File: config.mk
export PLATFORM = sky130hd
export DESIGN_NAME = clint_irq_arb
export DESIGN_NICKNAME = d
export VERILOG_FILES = /design/src/rtl/clint_irq_pkg.sv /design/src/rtl/clint_irq_core.sv /design/src/rtl/clint_irq_arb.sv
export SDC_FILE = /design/constraint.sdc
export NUM_CORES = 1
export LEC_CHECK = 0
export ABC_CLOCK_PERIOD_IN_PS = 2300
export CORE_AREA = 4 4 41 43
export CTS_CLUSTER_DIAMETER = 40
export DETAILED_ROUTE_END_ITERATION = 10
export DIE_AREA = 0 0 45 47
export PLACE_DENSITY = 0.41
export SKIP_LAST_GASP = 1
export SYNTH_ARGS = -nofsm -noshare
export SYNTH_HDL_FRONTEND = slang
export SYNTH_SLANG_ARGS = --single-unit
File: constraint.sdc
create_clock -name clk -period 2.3 [get_ports clk]
set_input_delay 0.46 -clock clk [delete_from_list [all_inputs] [get_ports clk]]
set_output_delay 0.46 -clock clk [all_outputs]
set_load 0.005 [all_outputs]
File: src/rtl/clint_irq_pkg.sv
// Shared types and constants for the CLINT interrupt request stage.
// Optional synchronizer is enabled by defining CLINT_IRQ_SYNC_EN.
package clint_irq_pkg;

    typedef enum logic [1:0] {
        IDLE    = 2'd0,
        REQ     = 2'd1,
        SERVICE = 2'd2
    } irq_state_t;

    localparam int         CAUSE_W   = 4;
    localparam logic [3:0] CAUSE_MSI = 4'd3;
    localparam logic [3:0] CAUSE_MTI = 4'd7;

endpackage

File: src/rtl/clint_irq_core.sv
// One hart's request path: optional mtip/msip synchronizer, request FSM and cause register.
// The synchronizer exists only when CLINT_IRQ_SYNC_EN is defined.
module clint_irq_core
    import clint_irq_pkg::*;
#(
    parameter int SYNC_STAGES = 2
) (
    input  logic               clk,
    input  logic               reset,
    input  logic               mtip,
    input  logic               msip,
    input  logic               mstatus_mie,
    input  logic               mie_msie,
    input  logic               mie_mtie,
    input  logic               irq_ack,
    input  logic               irq_done,
    output logic               irq_valid,
    output logic [CAUSE_W-1:0] irq_cause
);

    if (SYNC_STAGES < 2 || SYNC_STAGES > 4) begin : g_bad_sync_stages
        $error("clint_irq_core: SYNC_STAGES must be in 2..4");
    end

    logic mtip_s;
    logic msip_s;

`ifdef CLINT_IRQ_SYNC_EN
    logic [SYNC_STAGES-1:0] mtip_sync_q, mtip_sync_d;
    logic [SYNC_STAGES-1:0] msip_sync_q, msip_sync_d;

    always_comb begin
        mtip_sync_d = {mtip_sync_q[SYNC_STAGES-2:0], mtip};
        msip_sync_d = {msip_sync_q[SYNC_STAGES-2:0], msip};
    end

    always_ff @(posedge clk or negedge reset) begin
        if (!reset) begin
            mtip_sync_q <= '0;
            msip_sync_q <= '0;
        end else begin
            mtip_sync_q <= mtip_sync_d;
            msip_sync_q <= msip_sync_d;
        end
    end

    assign mtip_s = mtip_sync_q[SYNC_STAGES-1];
    assign msip_s = msip_sync_q[SYNC_STAGES-1];
`else
    assign mtip_s = mtip;
    assign msip_s = msip;
`endif

    logic sw;
    logic tm;

    assign sw = msip_s & mie_msie & mstatus_mie;
    assign tm = mtip_s & mie_mtie & mstatus_mie;

    irq_state_t         state_q, state_d;
    logic               valid_q, valid_d;
    logic [CAUSE_W-1:0] cause_q, cause_d;

    // Sources are only looked at in IDLE, so a handler clearing its source cannot re-trigger.
    always_comb begin
        state_d = state_q;
        cause_d = cause_q;
        case (state_q)
            IDLE: begin
                if (sw) begin
                    state_d = REQ;
                    cause_d = CAUSE_MSI;
                end else if (tm) begin
                    state_d = REQ;
                    cause_d = CAUSE_MTI;
                end
            end
            REQ: begin
                if (irq_ack) begin
                    state_d = SERVICE;
                end
            end
            SERVICE: begin
                if (irq_done) begin
                    state_d = IDLE;
                end
            end
            default: begin
                state_d = IDLE;
            end
        endcase
        valid_d = (state_d == REQ);
    end

    always_ff @(posedge clk or negedge reset) begin
        if (!reset) begin
            state_q <= IDLE;
            valid_q <= 1'b0;
            cause_q <= '0;
        end else begin
            state_q <= state_d;
            valid_q <= valid_d;
            cause_q <= cause_d;
        end
    end

    assign irq_valid = valid_q;
    assign irq_cause = cause_q;

endmodule

File: src/rtl/clint_irq_arb.sv
// Per-hart interrupt request stage downstream of the CLINT; one independent core per hart.
// Define CLINT_IRQ_SYNC_EN to synchronize mtip/msip through SYNC_STAGES flops.
module clint_irq_arb
    import clint_irq_pkg::*;
#(
    parameter int N_CORES     = 1,
    parameter int SYNC_STAGES = 2
) (
    input  logic                         clk,
    input  logic                         reset,
    input  logic [N_CORES-1:0]           mtip,
    input  logic [N_CORES-1:0]           msip,
    input  logic [N_CORES-1:0]           mstatus_mie,
    input  logic [N_CORES-1:0]           mie_msie,
    input  logic [N_CORES-1:0]           mie_mtie,
    output logic [N_CORES-1:0]           irq_valid,
    output logic [CAUSE_W*N_CORES-1:0]   irq_cause,
    input  logic [N_CORES-1:0]           irq_ack,
    input  logic [N_CORES-1:0]           irq_done
);

    for (genvar k = 0; k < N_CORES; k++) begin : g_hart
        clint_irq_core #(
            .SYNC_STAGES(SYNC_STAGES)
        ) u_core (
            .clk        (clk),
            .reset      (reset),
            .mtip       (mtip[k]),
            .msip       (msip[k]),
            .mstatus_mie(mstatus_mie[k]),
            .mie_msie   (mie_msie[k]),
            .mie_mtie   (mie_mtie[k]),
            .irq_ack    (irq_ack[k]),
            .irq_done   (irq_done[k]),
            .irq_valid  (irq_valid[k]),
            .irq_cause  (irq_cause[CAUSE_W*k +: CAUSE_W])
        );
    end

endmodule

==> key figures <==
Placed design
  – DP Cell Count: 46
  – Port bufs: 12
  – RD Place Congestion: 0.741
  – DP Area: 353 sq um
  – Dpl ws: 0.774 ns

Synth
  – Synth top area share: 54.6%
  – Syn Nets: 30
  – Post-synthesis register bit count: 5
  – Syn Inst Count: 21
  – Post-Syn Area: 229 sq um
  – Register area share after synthesis: 54.6%
  – Yosys warns: 0
  – Distinct cell type count after synthesis: 12
  – Synth top area cells: dfrtp_1 (55%), buf_4 (6.6%), nand3b_1 (6.6%)
  – Largest area contributor in the netlist: dfrtp_1
  – Mapped Avg Cell Area: 10.9 sq um

Setup path
  – Slowest stage cell, crit path: clkdlybuf4s50_1
  – CP Capture Type: output port
  – Worst EP required: 1.84 ns
  – CP arrival: 1.12 ns
  – Top Family by Delay on Critical Path: buffers and inverters
  – Cell chain of the critical path: clkdlybuf4s50_1
  – Worst setup SP type: flip-flop
  – Slowest stage delay, CP: 0.51 ns
  – Critical path fanouts, max: 3
  – CP Class: flip-flop to output port
  – Crit path buf inv count: 1

Die
  – Rows: 13
  – Die Y: 47 um
  – Die area: 2120 sq um
  – Chip width: 45 um
  – Core box area: 1300 sq um
  – IO Pins: 14
  – Initial core utilization: 17.6%

Clocking
  – H-Tree Depth: 1
  – Clk pin slew, worst setup/hold paths: 0.04 ns
  – Cts-stage hold buffer count: 0
  – CTS tree: done
  – CTS Buf Count: 3
  – Clk_lat worst skew: 0.24 ns
  – Clock Path Buffers: 2
  – Post_cts resized: 0
  – Post-CTS Setup Inserts: 0
  – Clock Sinks: 5
  – Root buffer cell: clkbuf_4

Global routing
  – First-pass GRT wire length: 1020 um
  – Vias in the first global route: 235
  – Largest net degree at the start of global routing: 6
  – Initial antenna violation count: 0
  – Global Route Usage Sum: 7.22%
  – Grt ovf: 0

Outcome
  – Outcome: complete, no violations

Route
  – Drt first pass iters: 3
  – 1st-iter DRT viols: 4
  – Via density: 4.10
  – Final ANT Viol Nets: 0
  – Average wire per standard cell: 11.3 um
  – Detailed-route DRC error count: 0
  – Final WL: 564 um
  – Vias: 205

Pwr
  – Worst VDD drop: 0.301 mV
  – Pwr dens: 750 nW/um^2
  – LEAKAGE: 0.158 nW

Timing
  – Total Neg Setup Slack: 0 ns
  – RSZ-0062 raised after global routing: no
  – Min cycle time layout: 1.58 ns
  – Maximum clock rate: 634 MHz
  – Setup Skew: 0.00205 ns
  – Final Cycle Share: 68.5%
  – Final WS setup: 0.724 ns
  – Hold Vio Cnt, Final: 0
  – Pins Over Slew Limit: 0
  – Final setup viols: 0

Final layout
  – Layout cell share with drive strength beyond 1: 14.3%
  – Syn-to-layout area delta: 65.6%
  – Final Instance Count excl. Fillers: 50
  – Nets: 45
  – Final instance area: 379 sq um
  – Fill cells: 146
  – Antenna Cells: 0

Worst hold path
  – HP Class: input port to async pin

Run
  – Max_cap viols: 0
-- routing by layer --
metal / vias up / track usage [%] / wire length (um)
li1: 98 / - / -
met1: 88 / 8.06 / 229
met2: 17 / 8.47 / 193
met3: 2 / 7.66 / 134
met4: 0 / 3.51 / 7
met5: - / 0 / 0
-- registers in the layout (all words and copies together) (netlist names) --
register,cells
g_hart.u_core.state_q,2
g_hart.u_core.irq_valid,1
g_hart.u_core.irq_cause,2
-- worst paths after layout --
path / startpoint / to / slack [ns] / depth (start not counted)
worst max register to register: g_hart[0].u_core.state_q[1] / g_hart[0].u_core.irq_cause[2] / 1.28 / 3
max in group asynchronous: reset / g_hart[0].u_core.state_q[1] / 1.66 / 1
worst min register to register: g_hart[0].u_core.irq_cause[1] / g_hart[0].u_core.irq_cause[1] / 0.49 / 1
worst min-delay path: reset / g_hart[0].u_core.irq_cause[1] / 0.44 / 1
worst max-delay path: g_hart[0].u_core.irq_cause[1] / irq_cause[0] / 0.72 / 1
min in group clk: g_hart[0].u_core.irq_cause[1] / g_hart[0].u_core.irq_cause[1] / 0.49 / 1
-- cell usage after synthesis, drive strengths merged --
master  count
nand3b      2
nand2b      1
buf         2
a21o        1
a31oi       2
nor2        1
nand2       2
dfrtp       5
a21oi       2
nor3b       1
a22o        1
conb        1
-- metrics by stage --
stage	hold WS (ns)	util, %	power, W
2_1_floorplan	0.164	-	0.000143
4_1_cts	0.446	29.1	0.000289
3_5_place_dp	0.497	27.1	0.000184
5_1_grt	0.463	29.1	0.000309
3_3_place_gp	0.490	27.1	0.000183
6_report	0.443	29.1	0.000284
-- cell type report --
cell class              instances  area (sq um)  area share [%]
multi-input cells              14          88.8            23.4
clock buffers                   4          26.3            6.93
flip-flops and latches          5           125            33.0
repair buffers                 12           120            31.7
well taps                      15          18.8            4.95
-- cells in the final DEF, fill, tap and decap left out, drive strengths merged --
cell type | synthesis | routed
nor3b | 1 | 1
nand2 | 2 | 2
dfrtp | 5 | 5
nand3b | 2 | 2
nand2b | 1 | 1
clkbuf | 0 | 4
a31oi | 2 | 2
conb | 1 | 1
a22o | 1 | 1
a21oi | 2 | 2
nor2 | 1 | 1
a21o | 1 | 1
clkdlybuf4s50 | 0 | 12
-- cell families after synthesis --
logic type | after synthesis | share of synthesized area (%)
AND/OR/NAND/NOR | 7 | 19.7
AO/OA/AOI/OAI | 6 | 17.5
flip-flops | 5 | 54.6
buffers and inverters | 2 | 6.56
other | 1 | 1.64
-- power breakdown --
| part | internal, W | switching, W |
|---|---|---|
| Sequential | 0.000105 | 0.0000130 |
| Clock | 0.0000656 | 0.0000363 |
| Combinational | 0.0000427 | 0.0000220 |
| Total | 0.000213 | 0.0000713 |
Power figures use the tool's default switching activity.
==> edit, RTL diff (config.mk and constraints unchanged) <==
Encoding of `irq_state_t`: now one-hot (3 bits for 3 states).
--- a/src/rtl/clint_irq_pkg.sv
+++ b/src/rtl/clint_irq_pkg.sv
@@ -4,6 +4,6 @@
 
-    typedef enum logic [1:0] {
-        IDLE    = 2'd0,
-        REQ     = 2'd1,
-        SERVICE = 2'd2
+    typedef enum logic [2:0] {
+        IDLE    = 3'b001,
+        REQ     = 3'b010,
+        SERVICE = 3'b100
     } irq_state_t;
Formal check against the unedited RTL: no difference found for any inputs over 10 cycles, from zero or initial values and one cycle with reset low; not proved beyond that.
==> edit against the unedited design <==
Setup slack gained 11 ps. Routed wire length grew 12%. Final area increased by 15%. Synthesized cell count increased by 24%. Count of clock-buffer cells in the layout unchanged. Critical path depth unchanged. Global-route usage is 0.17 points higher. Synthesized area up 24%. Non-clock buffer count stayed put. Power is 0.28% lower. Sequential cell count is 1 higher.
==> edit: results (changes against the unedited design) <==
* Sequential element share of the synthesized area at 53.3% (-1.3 points)
* Worst skew pair latency at 240 ps (about the same)
* VDD IR-drop max at 194 µV (-35%)
* Num CTS Buffers at 3 (unchanged)
* Finished Layout Cells at 55 (+10%)
* Clk buf depth at 2 (unchanged)
* CP top delay family: buffers and inverters
* First-pass GRT wire length at 1010 µm (-0.69%)
* Hold Path Class: input port to asynchronous set/reset pin
* All-Layer GR Usage at 7.39% (+0.17 points)
* Routability cong. at 0.790 (+6.6%)
* Worst Path Arrival at approximately 1100 ps
* Final clock skew at 5.04 ps (+2.99 ps)
* P_leak at 0.000180 µW (+14%)
* Final hold vios at 0 (unchanged)
* Ant. Diodes at 0 (unchanged)
* Total Routed Length at 629 µm (+12%)
* Avg Inst Size Synth at 10.9 µm² (+0.19%)
* Initial antenna violation count at 0 (unchanged)
* Post-synth ARST share at 100% (unchanged)
* Top reg by flops: g_hart.u_core.state_q
* Ranking of synthesized cells by area: dfrtp_1, dfstp_2, and2b_2
* H-tree levels at 1 (unchanged)
* Post-synthesis cell type count at 17 (+5)
* Reg clk slew, reported paths at around 50 ps
* Max FFs per register at 3
* Post-DP HPWL at 515 µm
* Outcome: finished clean
* CP Max Fanout at 3 (unchanged)
* Number of global-route vias before repair at 248 (+5.5%)
* Iteration-0 DRC Markers at 4 (unchanged)
* Largest net degree at the start of global routing at 7 (+1)
* Place WS at 636 ps (-139 ps)
* Total grt overflow at 0 (unchanged)
* Clock root buffer: clkbuf_4
* NumNets Final at 50 (+11%)
* Crit-path slowest cell: clkdlybuf4s50_1
* Syn nets at 35 (+17%)
* Inst Count DP at 51 (+11%)
* Largest incremental delay on the critical path at 510 ps (about the same)
* I/O Buffers at 12 (unchanged)
* Vias/cell at 4.35 (+6.0%)
* Syn. warnings at 0 (unchanged)
* PostCTS Resize Cnt at 0 (unchanged)
* Post-CTS Setup Inserts at 0 (unchanged)
* Switching Share at 23.0% (-2.0 points)
* Top-count cell post-synth: dfrtp_1
* Layout cell share with drive strength beyond 1 at 17.5% (+3.2 points)
* Fill count at 147 (+0.68%)
* Worst r2r path cells at 3 (unchanged)
* Router iterations before antenna repair at 4 (+1)
edit: logic make-up (layout without fill, tap and decap cells):
family	after synthesis	after routing	synth area share (%)
AO/OA/AOI/OAI	6	6	14.1
buffers and inverters	4	18	7.93
flip-flops	6	6	53.3
other	1	1	1.32
AND/OR/NAND/NOR	9	9	23.3
edit: through the flow:
stage          utilization, %  instance area, µm²
5_1_grt                  33.4                 434
3_3_place_gp             31.3                 408
6_report                 33.4                 434
2_1_floorplan               -                 284
3_5_place_dp             31.3                 408
4_1_cts                  33.4                 434
edit: worst paths after layout:
kind	startpoint	to	slack [ps]
max	g_hart[0].u_core.irq_cause[1]	irq_cause[0]	730
min	reset	g_hart[0].u_core.irq_valid	460
max reg2reg	g_hart[0].u_core.state_q[0]	g_hart[0].u_core.irq_cause[2]	1190
min reg2reg	g_hart[0].u_core.irq_cause[2]	g_hart[0].u_core.irq_cause[2]	490
max in group asynchronous	reset	g_hart[0].u_core.state_q[0]	1550
min in group clk	g_hart[0].u_core.irq_cause[2]	g_hart[0].u_core.irq_cause[2]	490
edit: layout make-up:
cell class | count | area share, %
Clock buffer | 4 | 6.05
Multi-Input combinational cell | 16 | 25.4
Tap cell | 15 | 4.32
Inverter | 2 | 1.73
Timing Repair Buffer | 12 | 27.7
Sequential cell | 6 | 34.9
edit: layer usage:
layer | GRT usage, % | part of all wire [%]
met1 | 7.64 | 44
met2 | 10.7 | 46
met3 | 4.98 | 10
met4 | 5.26 | 0
met5 | 0 | 0
edit: power groups by stage:
| stage | registers (µW) | clock network (µW) | logic (µW) |
|---|---|---|---|
| finish | 125 | 106 | 51.9 |
| global route | 127 | 119 | 57.4 |
| CTS | 125 | 112 | 52.9 |
| detailed placement | 127 | 0 | 52.4 |
| global placement | 127 | 0 | 51.8 |
| floorplan | 126 | 0 | 20.0 |
